File: src/rtl/power_channel_ramp_if.sv
// Front-panel / measurement bundle for one power-supply channel.
//   master : encoder phases, channel enable and measured current out; setpoints,
//            mode, ramp status and output command in.
//   slave  : the channel controller side (power_channel_ramp).
// Signals
//   v_enc_a/b  voltage encoder quadrature phases (asynchronous)
//   i_enc_a/b  current encoder quadrature phases (asynchronous)
//   powered    channel enable
//   i_meas     measured output current
//   mode       0 = CV, 1 = CC
//   v_set      voltage setpoint
//   i_set      current setpoint
//   value_out  slew-limited output command for the DAC
//   ramping    1 while value_out has not yet reached its target
interface power_channel_ramp_if #(
   parameter int WIDTH = 18
);
   logic             v_enc_a;
   logic             v_enc_b;
   logic             i_enc_a;
   logic             i_enc_b;
   logic             powered;
   logic [WIDTH-1:0] i_meas;
   logic             mode;
   logic [WIDTH-1:0] v_set;
   logic [WIDTH-1:0] i_set;
   logic [WIDTH-1:0] value_out;
   logic             ramping;

   modport master (
      output v_enc_a, v_enc_b, i_enc_a, i_enc_b, powered, i_meas,
      input  mode, v_set, i_set, value_out, ramping
   );

   modport slave (
      input  v_enc_a, v_enc_b, i_enc_a, i_enc_b, powered, i_meas,
      output mode, v_set, i_set, value_out, ramping
   );
endinterface

File: src/rtl/power_channel_ramp.sv
// Power-supply channel controller. Two quadrature encoders set the voltage and
// current setpoints, CV/CC mode is chosen from the measured current, and the
// DAC command value_out slews toward the active setpoint by at most RAMP_STEP
// per control tick. Control ticks come from a CLK_DIV clock divider.
// Ports
//   clk    system clock, everything on posedge
//   rst_n  synchronous active-low reset
//   bus    power_channel_ramp_if.slave: encoder phases, powered, i_meas in;
//          mode, v_set, i_set, value_out, ramping out
module power_channel_ramp #(
   parameter int WIDTH     = 18,
   parameter int CLK_DIV   = 5000,
   parameter int V_MAX     = 2**18-1,
   parameter int I_MAX     = 2**18-1,
   parameter int STEP      = 1,
   parameter int RAMP_STEP = 16
) (
   input  logic                  clk,
   input  logic                  rst_n,
   power_channel_ramp_if.slave   bus
);

   localparam int                      CNT_W  = (CLK_DIV > 2) ? $clog2(CLK_DIV) : 1;
   localparam logic [CNT_W-1:0]        CNT_LAST = CNT_W'(CLK_DIV - 1);
   localparam logic [WIDTH:0]          V_LIM  = (WIDTH+1)'(V_MAX);
   localparam logic [WIDTH:0]          I_LIM  = (WIDTH+1)'(I_MAX);
   localparam logic [WIDTH:0]          STEP_W = (WIDTH+1)'(STEP);
   localparam logic signed [WIDTH+1:0] RAMP_S = (WIDTH+2)'(RAMP_STEP);
   localparam logic [WIDTH-1:0]        RAMP_U = WIDTH'(RAMP_STEP);

   // Position of a phase pair {a,b} along the clockwise cycle 00,01,11,10.
   function automatic logic [1:0] gray_pos(input logic [1:0] code);
      logic [1:0] pos;
      case (code)
         2'b00:   pos = 2'd0;
         2'b01:   pos = 2'd1;
         2'b11:   pos = 2'd2;
         default: pos = 2'd3;
      endcase
      return pos;
   endfunction

   // Modulo-4 position difference: 1 = clockwise, 3 = counter-clockwise,
   // 0 = no movement, 2 = both phases changed (invalid, ignored).
   function automatic logic [1:0] enc_dir(input logic [1:0] prev, input logic [1:0] curr);
      return gray_pos(curr) - gray_pos(prev);
   endfunction

   // Setpoint step with saturation at 0 and lim; one guard bit keeps the
   // increment from wrapping before it is compared with the limit.
   function automatic logic [WIDTH-1:0] sat_step(input logic [WIDTH-1:0] val,
                                                 input logic [1:0]       dir,
                                                 input logic [WIDTH:0]   lim);
      logic [WIDTH:0] wide;
      wide = {1'b0, val};
      case (dir)
         2'd1: begin
            wide = wide + STEP_W;
            if (wide > lim) wide = lim;
         end
         2'd3:    wide = (wide < STEP_W) ? '0 : wide - STEP_W;
         default: wide = {1'b0, val};
      endcase
      return wide[WIDTH-1:0];
   endfunction

   // Slew limiter: signed distance to target decides between landing on the
   // target and moving a full RAMP_STEP, so it never overshoots or underflows.
   function automatic logic [WIDTH-1:0] ramp_next(input logic [WIDTH-1:0] cur,
                                                  input logic [WIDTH-1:0] tgt);
      logic signed [WIDTH+1:0] diff;
      diff = $signed({2'b00, tgt}) - $signed({2'b00, cur});
      if (diff > RAMP_S)       return cur + RAMP_U;
      else if (diff < -RAMP_S) return cur - RAMP_U;
      else                     return tgt;
   endfunction

   logic [CNT_W-1:0] cnt;
   logic             tick;
   logic [1:0]       v_enc_p0, v_enc_p1;
   logic [1:0]       i_enc_p0, i_enc_p1;
   logic [1:0]       v_hist, i_hist;
   logic             hist_vld;
   logic [WIDTH-1:0] v_set_r, i_set_r, value_r, target;
   logic             mode_r, ramping_r;

   assign tick = (cnt == CNT_LAST);

   // Stage p0/p1: two-flop synchronisers for the asynchronous encoder phases.
   always_ff @(posedge clk) begin
      v_enc_p0 <= {bus.v_enc_a, bus.v_enc_b};
      i_enc_p0 <= {bus.i_enc_a, bus.i_enc_b};
      v_enc_p1 <= v_enc_p0;
      i_enc_p1 <= i_enc_p0;
   end

   // Target from registered mode/setpoints; an unpowered channel aims at 0.
   always_comb begin
      target = '0;
      if (bus.powered) target = mode_r ? i_set_r : v_set_r;
   end

   // Control state: divider, encoder history, setpoints, mode and slew output.
   always_ff @(posedge clk) begin
      if (!rst_n) begin
         cnt       <= '0;
         hist_vld  <= 1'b0;
         v_hist    <= '0;
         i_hist    <= '0;
         v_set_r   <= '0;
         i_set_r   <= '0;
         mode_r    <= 1'b0;
         value_r   <= '0;
         ramping_r <= 1'b0;
      end else begin
         cnt       <= tick ? '0 : cnt + CNT_W'(1);
         ramping_r <= (value_r != target);
         // Power-off clears the command immediately, not on a tick.
         if (!bus.powered)  value_r <= '0;
         else if (tick)     value_r <= ramp_next(value_r, target);
         if (tick) begin
            // Compares against i_set before this tick's encoder update.
            mode_r   <= bus.powered & (bus.i_meas >= i_set_r);
            v_hist   <= v_enc_p1;
            i_hist   <= i_enc_p1;
            hist_vld <= 1'b1;
            // First tick after reset only primes the history.
            if (hist_vld) begin
               v_set_r <= sat_step(v_set_r, enc_dir(v_hist, v_enc_p1), V_LIM);
               i_set_r <= sat_step(i_set_r, enc_dir(i_hist, i_enc_p1), I_LIM);
            end
         end
      end
   end

   assign bus.mode      = mode_r;
   assign bus.v_set     = v_set_r;
   assign bus.i_set     = i_set_r;
   assign bus.value_out = value_r;
   assign bus.ramping   = ramping_r;

endmodule

File: src/flat_wrapper.sv
// flat-port wrapper written by rule: the top's interface ports become plain ports
module power_channel_ramp_flat 
#(
   parameter int WIDTH     = 18,
   parameter int CLK_DIV   = 5000,
   parameter int V_MAX     = 2**18-1,
   parameter int I_MAX     = 2**18-1,
   parameter int STEP      = 1,
   parameter int RAMP_STEP = 16
)
  (clk, rst_n, bus_v_enc_a, bus_v_enc_b, bus_i_enc_a, bus_i_enc_b, bus_powered, bus_i_meas, bus_mode, bus_v_set, bus_i_set, bus_value_out, bus_ramping);
  power_channel_ramp_if #(.WIDTH(WIDTH)) bus_i ();
  input  logic clk;
  input  logic rst_n;
  input wire logic [$bits(bus_i.v_enc_a)-1:0] bus_v_enc_a;
  input wire logic [$bits(bus_i.v_enc_b)-1:0] bus_v_enc_b;
  input wire logic [$bits(bus_i.i_enc_a)-1:0] bus_i_enc_a;
  input wire logic [$bits(bus_i.i_enc_b)-1:0] bus_i_enc_b;
  input wire logic [$bits(bus_i.powered)-1:0] bus_powered;
  input wire logic [$bits(bus_i.i_meas)-1:0] bus_i_meas;
  output wire logic [$bits(bus_i.mode)-1:0] bus_mode;
  output wire logic [$bits(bus_i.v_set)-1:0] bus_v_set;
  output wire logic [$bits(bus_i.i_set)-1:0] bus_i_set;
  output wire logic [$bits(bus_i.value_out)-1:0] bus_value_out;
  output wire logic [$bits(bus_i.ramping)-1:0] bus_ramping;
  assign bus_i.v_enc_a = bus_v_enc_a;
  assign bus_i.v_enc_b = bus_v_enc_b;
  assign bus_i.i_enc_a = bus_i_enc_a;
  assign bus_i.i_enc_b = bus_i_enc_b;
  assign bus_i.powered = bus_powered;
  assign bus_i.i_meas = bus_i_meas;
  assign bus_mode = bus_i.mode;
  assign bus_v_set = bus_i.v_set;
  assign bus_i_set = bus_i.i_set;
  assign bus_value_out = bus_i.value_out;
  assign bus_ramping = bus_i.ramping;
  power_channel_ramp #(.WIDTH(WIDTH), .CLK_DIV(CLK_DIV), .V_MAX(V_MAX), .I_MAX(I_MAX), .STEP(STEP), .RAMP_STEP(RAMP_STEP)) u_core (.clk(clk), .rst_n(rst_n), .bus(bus_i));
endmodule
File: config.mk
export PLATFORM = sky130hd
export DESIGN_NAME = power_channel_ramp_flat
export DESIGN_NICKNAME = d
export VERILOG_FILES = /design/src/rtl/power_channel_ramp_if.sv /design/src/rtl/power_channel_ramp.sv /design/src/flat_wrapper.sv
export SDC_FILE = /design/constraint.sdc
export NUM_CORES = 1
export LEC_CHECK = 0
export CAP_MARGIN = 20
export CORE_MARGIN = 3
export CORE_UTILIZATION = 63
export DETAILED_ROUTE_END_ITERATION = 8
export PLACE_DENSITY = 0.91
export SETUP_SLACK_MARGIN = 0.15
export SLEW_MARGIN = 10
export SYNTH_ARGS = -nofsm -noshare
export SYNTH_HDL_FRONTEND = slang
export SYNTH_SLANG_ARGS = --single-unit
export TNS_END_PERCENT = 50
File: constraint.sdc
create_clock -name clk -period 12.9 [get_ports clk]
set_input_delay 1.29 -clock clk [delete_from_list [all_inputs] [get_ports clk]]
set_output_delay 1.29 -clock clk [all_outputs]
set_load 0.01 [all_outputs]
==> metrics.cfg, run 1 <==
[run_status]
outcome=completed

[global_route]
grt_first_pass_wirelength_mm=37.9
grt_max_degree=39
grt_overflow_total=0
grt_pass1_vias=7799
antenna_found_initial=0
gr-usage-all-layers=0.343

[pwr]
ir_drop_mv=0.0921
powerDensity_nw_per_um2=66.5
power_mw=0.584
total_leakage_power_nw=3.11

[layout]
stdcell_count=1250
final_common_cell=nor2_1
n_antenna_cell=0
drive_gt1_frac=0.0434
area_growth_pct=13.8
layout_common_cells=nor2_1, a21oi_1, nand2_1
nets=1183
utilization=0.751

[timing]
rsz0062_at_grt=false
fmaxAchievable_ghz=0.182
finalHoldViolations=0
worstMarginPinSlew_ns=0.984
fin_crit_ns=5.48
post-route-period-util=0.425
slew_headroom=0.338
finalSetupTns_ns=0
finalMaxSlewViolations=0
skew_ns=0.00610
setup_viol=0

[synth]
synth_edf_count=0
syn-num-nets=1159
synth_cell_types=78
synth_seq_cells=82
synthesis.instances=1078
synth.avg_cell_area_um2=7.16
yosysWarningCount=0
synth_async_sr_flop_share=0
synth_flop_cell=dfxtp_1
synth_top_area_cell=dfxtp_1
syn_area_um2=7720
yosysSeqAreaShare=0.213
synth_area_leaders=dfxtp_1, ha_1, a21oi_1
yosys.area.top_type_share=0.213

[clock_tree]
insertion_delay_ns=0.35
cts_buffer_depth=2
cts.sinks=82
post_cts_buffers=0
numCtsBuffers=9
holdBufCountCts=0
root_buffer=clkbuf_16
post_cts_resized=0
cts_tree=built
clk_pin_slew_worst_paths_ns=0.07
ctsHtreeMaxLevel=3

[route]
drtPass1Iterations=7
via_per_inst=6.90
ant_nets=0
wl_per_cell_um=18.7
dr.first_iter.drc_count=1414
drc=0
routed_wl_mm=23.3
vias=8629

[critical_path]
start_kind=input pin
cp-end-kind=register
crit_fanout=22
critPathKind=input pin to register
required_ns=13.15
crit_arrival_ns=5.73

[place]
gp_congestion=1.01
dp_hpwl_mm=16.6
dp.cells=1233
port_buffers=80

[floorplan]
ioPinCount=81
core_area_um2=11700
die_area_um2=13600
dieHeight_um=117
start_util=0.660
die_w_um=117
row_count=39

[job]
drv_cap=0

[min_path]
hp-class=register to register

layer usage:
layer,track usage,share of wire,vias up
met4,0.171,0.044,0
met5,0,0,-
met3,0.0648,0.12,118
li1,-,-,3969
met2,0.537,0.45,630
met1,0.450,0.39,3912
cells in the mapped netlist (16+ instances only):
library cell / n
nor2b_1: 22
inv_1: 52
nand2_1: 85
dfxtp_1: 82
clkbuf_1: 59
nor3_1: 38
and3_1: 28
a21oi_1: 89
a21o_1: 17
nor4_1: 16
mux2i_1: 19
nand4_1: 23
o21ai_0: 81
nor2_1: 101
nand3_1: 42
ha_1: 55
xnor2_1: 40
xor2_1: 20
power breakdown:
group | switching (mW) | leakage (nW) | internal (mW)
sequential | 0.00158 | 0.664 | 0.255
combinational | 0.0182 | 2.29 | 0.0148
clock | 0.113 | 0.162 | 0.181
worst max-delay path, cell delays in order:
cell             delay (ns)
clkdlybuf4s50_1        0.86
nor2b_1                0.31
inv_1                  0.09
fa_1                   0.40
nand2b_1               0.23
a21oi_2                0.24
a21oi_1                0.13
a311oi_1               0.37
xor2_1                 0.40
and4_1                 0.28
a21o_1                 0.46
nand3_1                0.28
and2_0                 0.23
o21a_1                 0.16
registers in the layout, indices dropped and copies added (netlist names):
register,count
u_core.bus.v_set,18
u_core.hist_vld,1
u_core.i_enc_p1,2
u_core.v_enc_p0,2
u_core.cnt,13
u_core.bus.i_set,18
u_core.i_enc_p0,2
u_core.v_enc_p1,2
u_core.bus.mode,1
u_core.bus.value_out,18
u_core.bus.ramping,1
u_core.v_hist,2
u_core.i_hist,2
area by class of cell:
class	count	area (um^2)
Clock buffer	11	253
Clock inverter	5	85.1
Fill cell	885	2920
Inverter	53	199
Multi-Input combinational cell	870	5590
Sequential cell	82	1640
Tap cell	143	179
Timing Repair Buffer	86	846
metrics by stage:
stage	worst slack (ns)	hold WS, ns	instance area, um^2
floorplan	8.41	0.310	7720
global placement	7.39	0.312	8450
detailed placement	7.17	0.312	8450
CTS	7.50	0.327	8780
global route	7.05	0.332	8790
finish	7.42	0.327	8790
logic make-up after synthesis:
| logic type | Yosys count | share of synthesized area |
|---|---|---|
| AOI/OAI and AO/OA | 309 | 0.257 |
| adders and majority gates | 56 | 0.0917 |
| xor gates and xnor gates | 60 | 0.0680 |
| and+or+nand+nor | 425 | 0.281 |
| buffers and inverters | 126 | 0.0638 |
| muxes | 20 | 0.0261 |
| DFF | 82 | 0.213 |
path summary, 6_finish.rpt:
kind	startpoint	endpoint	slack [ns]	cells after the start
max	bus_powered	u_core.bus.value_out[0]	7.42	14
min	u_core.v_enc_p0[1]	u_core.v_enc_p1[1]	0.33	0
max reg2reg	u_core.bus.v_set[0]	u_core.bus.value_out[0]	8.24	15
min reg2reg	u_core.v_enc_p0[1]	u_core.v_enc_p1[1]	0.33	0
Note: power is estimated with default switching activity, not from simulation.
==> run 2: changes to the inputs <==
- CORE_UTILIZATION: 63 -> 53
- PLACE_DENSITY: 0.91 -> 0.82
- clock period: 12.9 -> 5 ns (I/O delays scaled with it)
==> run 2 against run 1 <==
- die area rose by 18%
- clock power rose by 120%
- clock-buffer cell count fell by 2
- setup slack got worse by 6.9 ns
- power rose by 140%
- critical path depth rose by 1
- first-iteration DRC count fell by 28%
- clock skew barely moved
- critical path type is now register to register
- largest power group is now registers
==> metrics.cfg, run 2 (synthesized netlist as in run 1, its figures left out) <==
[pwr]
pwr-share-clk=0.468
intPower_mw=1.04
switching_share=0.257
seqPwrFrac=0.472
ir_drop_mv=0.146
switching_power_mw=0.360
powerDensity_nw_per_um2=158
power_mw=1.40
total_leakage_power_nw=3.15
comb_power_share=0.060

[route]
drtPass1Iterations=6
wl_per_cell_um=17.6
routed_wl_mm=22.9
vias=8338
via_per_inst=6.43
dr.first_iter.drc_count=1018
drc=0
ant_nets=0

[layout]
utilization=0.631
area_growth_pct=14.7
layout_common_cells=nor2_1, a21oi_1, nand2_1
final_common_cell=nor2_1
drive_gt1_frac=0.0528
nets=1193
fillerInstances=1270
fin_area_um2=8860
n_antenna_cell=0

[clock_tree]
cts_tree=built
cts.sinks=82
post_cts_buffers=0
clk_pin_slew_worst_paths_ns=0.07
post_cts_resized=0
root_buffer=clkbuf_16
numCtsBuffers=9
insertion_delay_ns=0.36
holdBufCountCts=0
cts_buffer_depth=2
ctsHtreeMaxLevel=3

[floorplan]
die_w_um=127
ioPinCount=81
die_area_um2=16100
row_count=43
start_util=0.550
dieHeight_um=127
core_area_um2=14000

[global_route]
gr-usage-all-layers=0.281
grt_overflow_total=0
antenna_found_initial=0
grt_max_degree=39
grt_pass1_vias=7636
grt_first_pass_wirelength_mm=37.5

[timing]
finalSetupTns_ns=0
worstMarginPinSlew_ns=0.894
finalHoldViolations=0
slew_headroom=0.402
fmaxAchievable_ghz=0.223
rsz0062_at_grt=false
finalMaxSlewViolations=0
post-route-period-util=0.897
fin_crit_ns=4.49
setup_viol=0
skew_ns=0.00590

[critical_path]
crit_path_max_incr_delay_ns=0.52
critPathKind=register to register
cp-end-kind=register
crit_arrival_ns=4.75
crit_fanout=10
reg2regPathDepth=15
r2r_end=u_core.bus.value_out[16]
crit_chain=inv_1 -> o21ai_0 -> nand2_1 -> ha_1 -> fa_1 -> nand2b_1 -> a21oi_2 -> a21oi_1 -> a311oi_1 -> xor2_1 -> nor4_4 -> a31oi_4 -> nor2_2 -> nor2_1 -> a211oi_1
slowest_stage=dfxtp_1
r2r_slack_ns=0.51
start_kind=register
r2r_start=u_core.bus.v_set[0]
required_ns=5.26

[place]
gp_congestion=0.955
dp_hpwl_mm=16.8
port_buffers=80
placed_area_um2=8580

[min_path]
hold_path_end=u_core.i_enc_p1[0]
hold_start=u_core.i_enc_p0[0]
whs_path_depth=0
hp-class=register to register

[job]
drv_cap=0

[run_status]
outcome=completed

run 2: cell count changes in the layout (fill, tap and decap cells not counted), sizes merged:
cell      before  now
clkbuf        11    9
bufinv         2    0
clkinvlp       1    0
inv           54   57
clkinv         1    3
buf            6   16
run 2: routing by layer:
layer | up-vias | part of all wire | GRT usage
met5 | - | 0 | 0
met4 | 0 | 0.033 | 0.119
met3 | 73 | 0.079 | 0.0472
met2 | 418 | 0.46 | 0.450
met1 | 3863 | 0.43 | 0.374
li1 | 3984 | - | -
run 2: power by group through the flow:
stage                     Clock (mW)  Combinational (mW)  Sequential [mW]
final                          0.657              0.0837            0.662
after global routing           0.684              0.0937            0.663
after CTS                      0.662              0.0837            0.662
after detailed placement           0              0.0834            0.677
after global placement             0              0.0818            0.677
after floorplan                    0              0.0487            0.676
run 2: final cells by class:
type | instances | area, um^2 | share of cell area
tap | 180 | 225 | 0.0254
clock buffer | 9 | 225 | 0.0254
timing repair buffer | 96 | 921 | 0.104
sequential | 82 | 1640 | 0.185
inverter | 53 | 199 | 0.0224
clock inverter | 7 | 60.1 | 0.00678
multi-input combinational | 870 | 5590 | 0.631
run 2: worst max path at each step:
stage | start | to | slack, ns | depth (start not counted)
after floorplan | u_core.bus.mode | u_core.bus.value_out[17] | 0.60 | 17
after global placement | bus_powered | u_core.bus.value_out[14] | 0.42 | 15
after detailed placement | bus_powered | u_core.bus.value_out[16] | 0.33 | 14
after CTS | u_core.bus.mode | u_core.bus.value_out[16] | 0.45 | 15
after global routing | u_core.bus.v_set[0] | u_core.bus.value_out[0] | 0.17 | 15
final | u_core.bus.v_set[0] | u_core.bus.value_out[16] | 0.51 | 15
run 2: stage by stage:
stage                     hold WS (ns)  std cells  worst slack (ns)
after detailed placement         0.313       1281             0.327
after global routing             0.332       1297             0.172
after global placement           0.310       1281             0.420
final                            0.327       1297             0.513
after CTS                        0.329       1297             0.449
after floorplan                  0.310       1078             0.605
run 2: worst max-delay path: cells and delay by family (launching register included):
| kind | cells | cell delay [ns] |
|---|---|---|
| flip-flops | 1 | 0.52 |
| XOR/XNOR | 1 | 0.21 |
| adder cells (fa/ha/maj) | 2 | 0.60 |
| buffers and inverters | 1 | 0.17 |
| AO/OA/AOI/OAI | 6 | 1.53 |
| AND/OR/NAND/NOR | 5 | 1.35 |
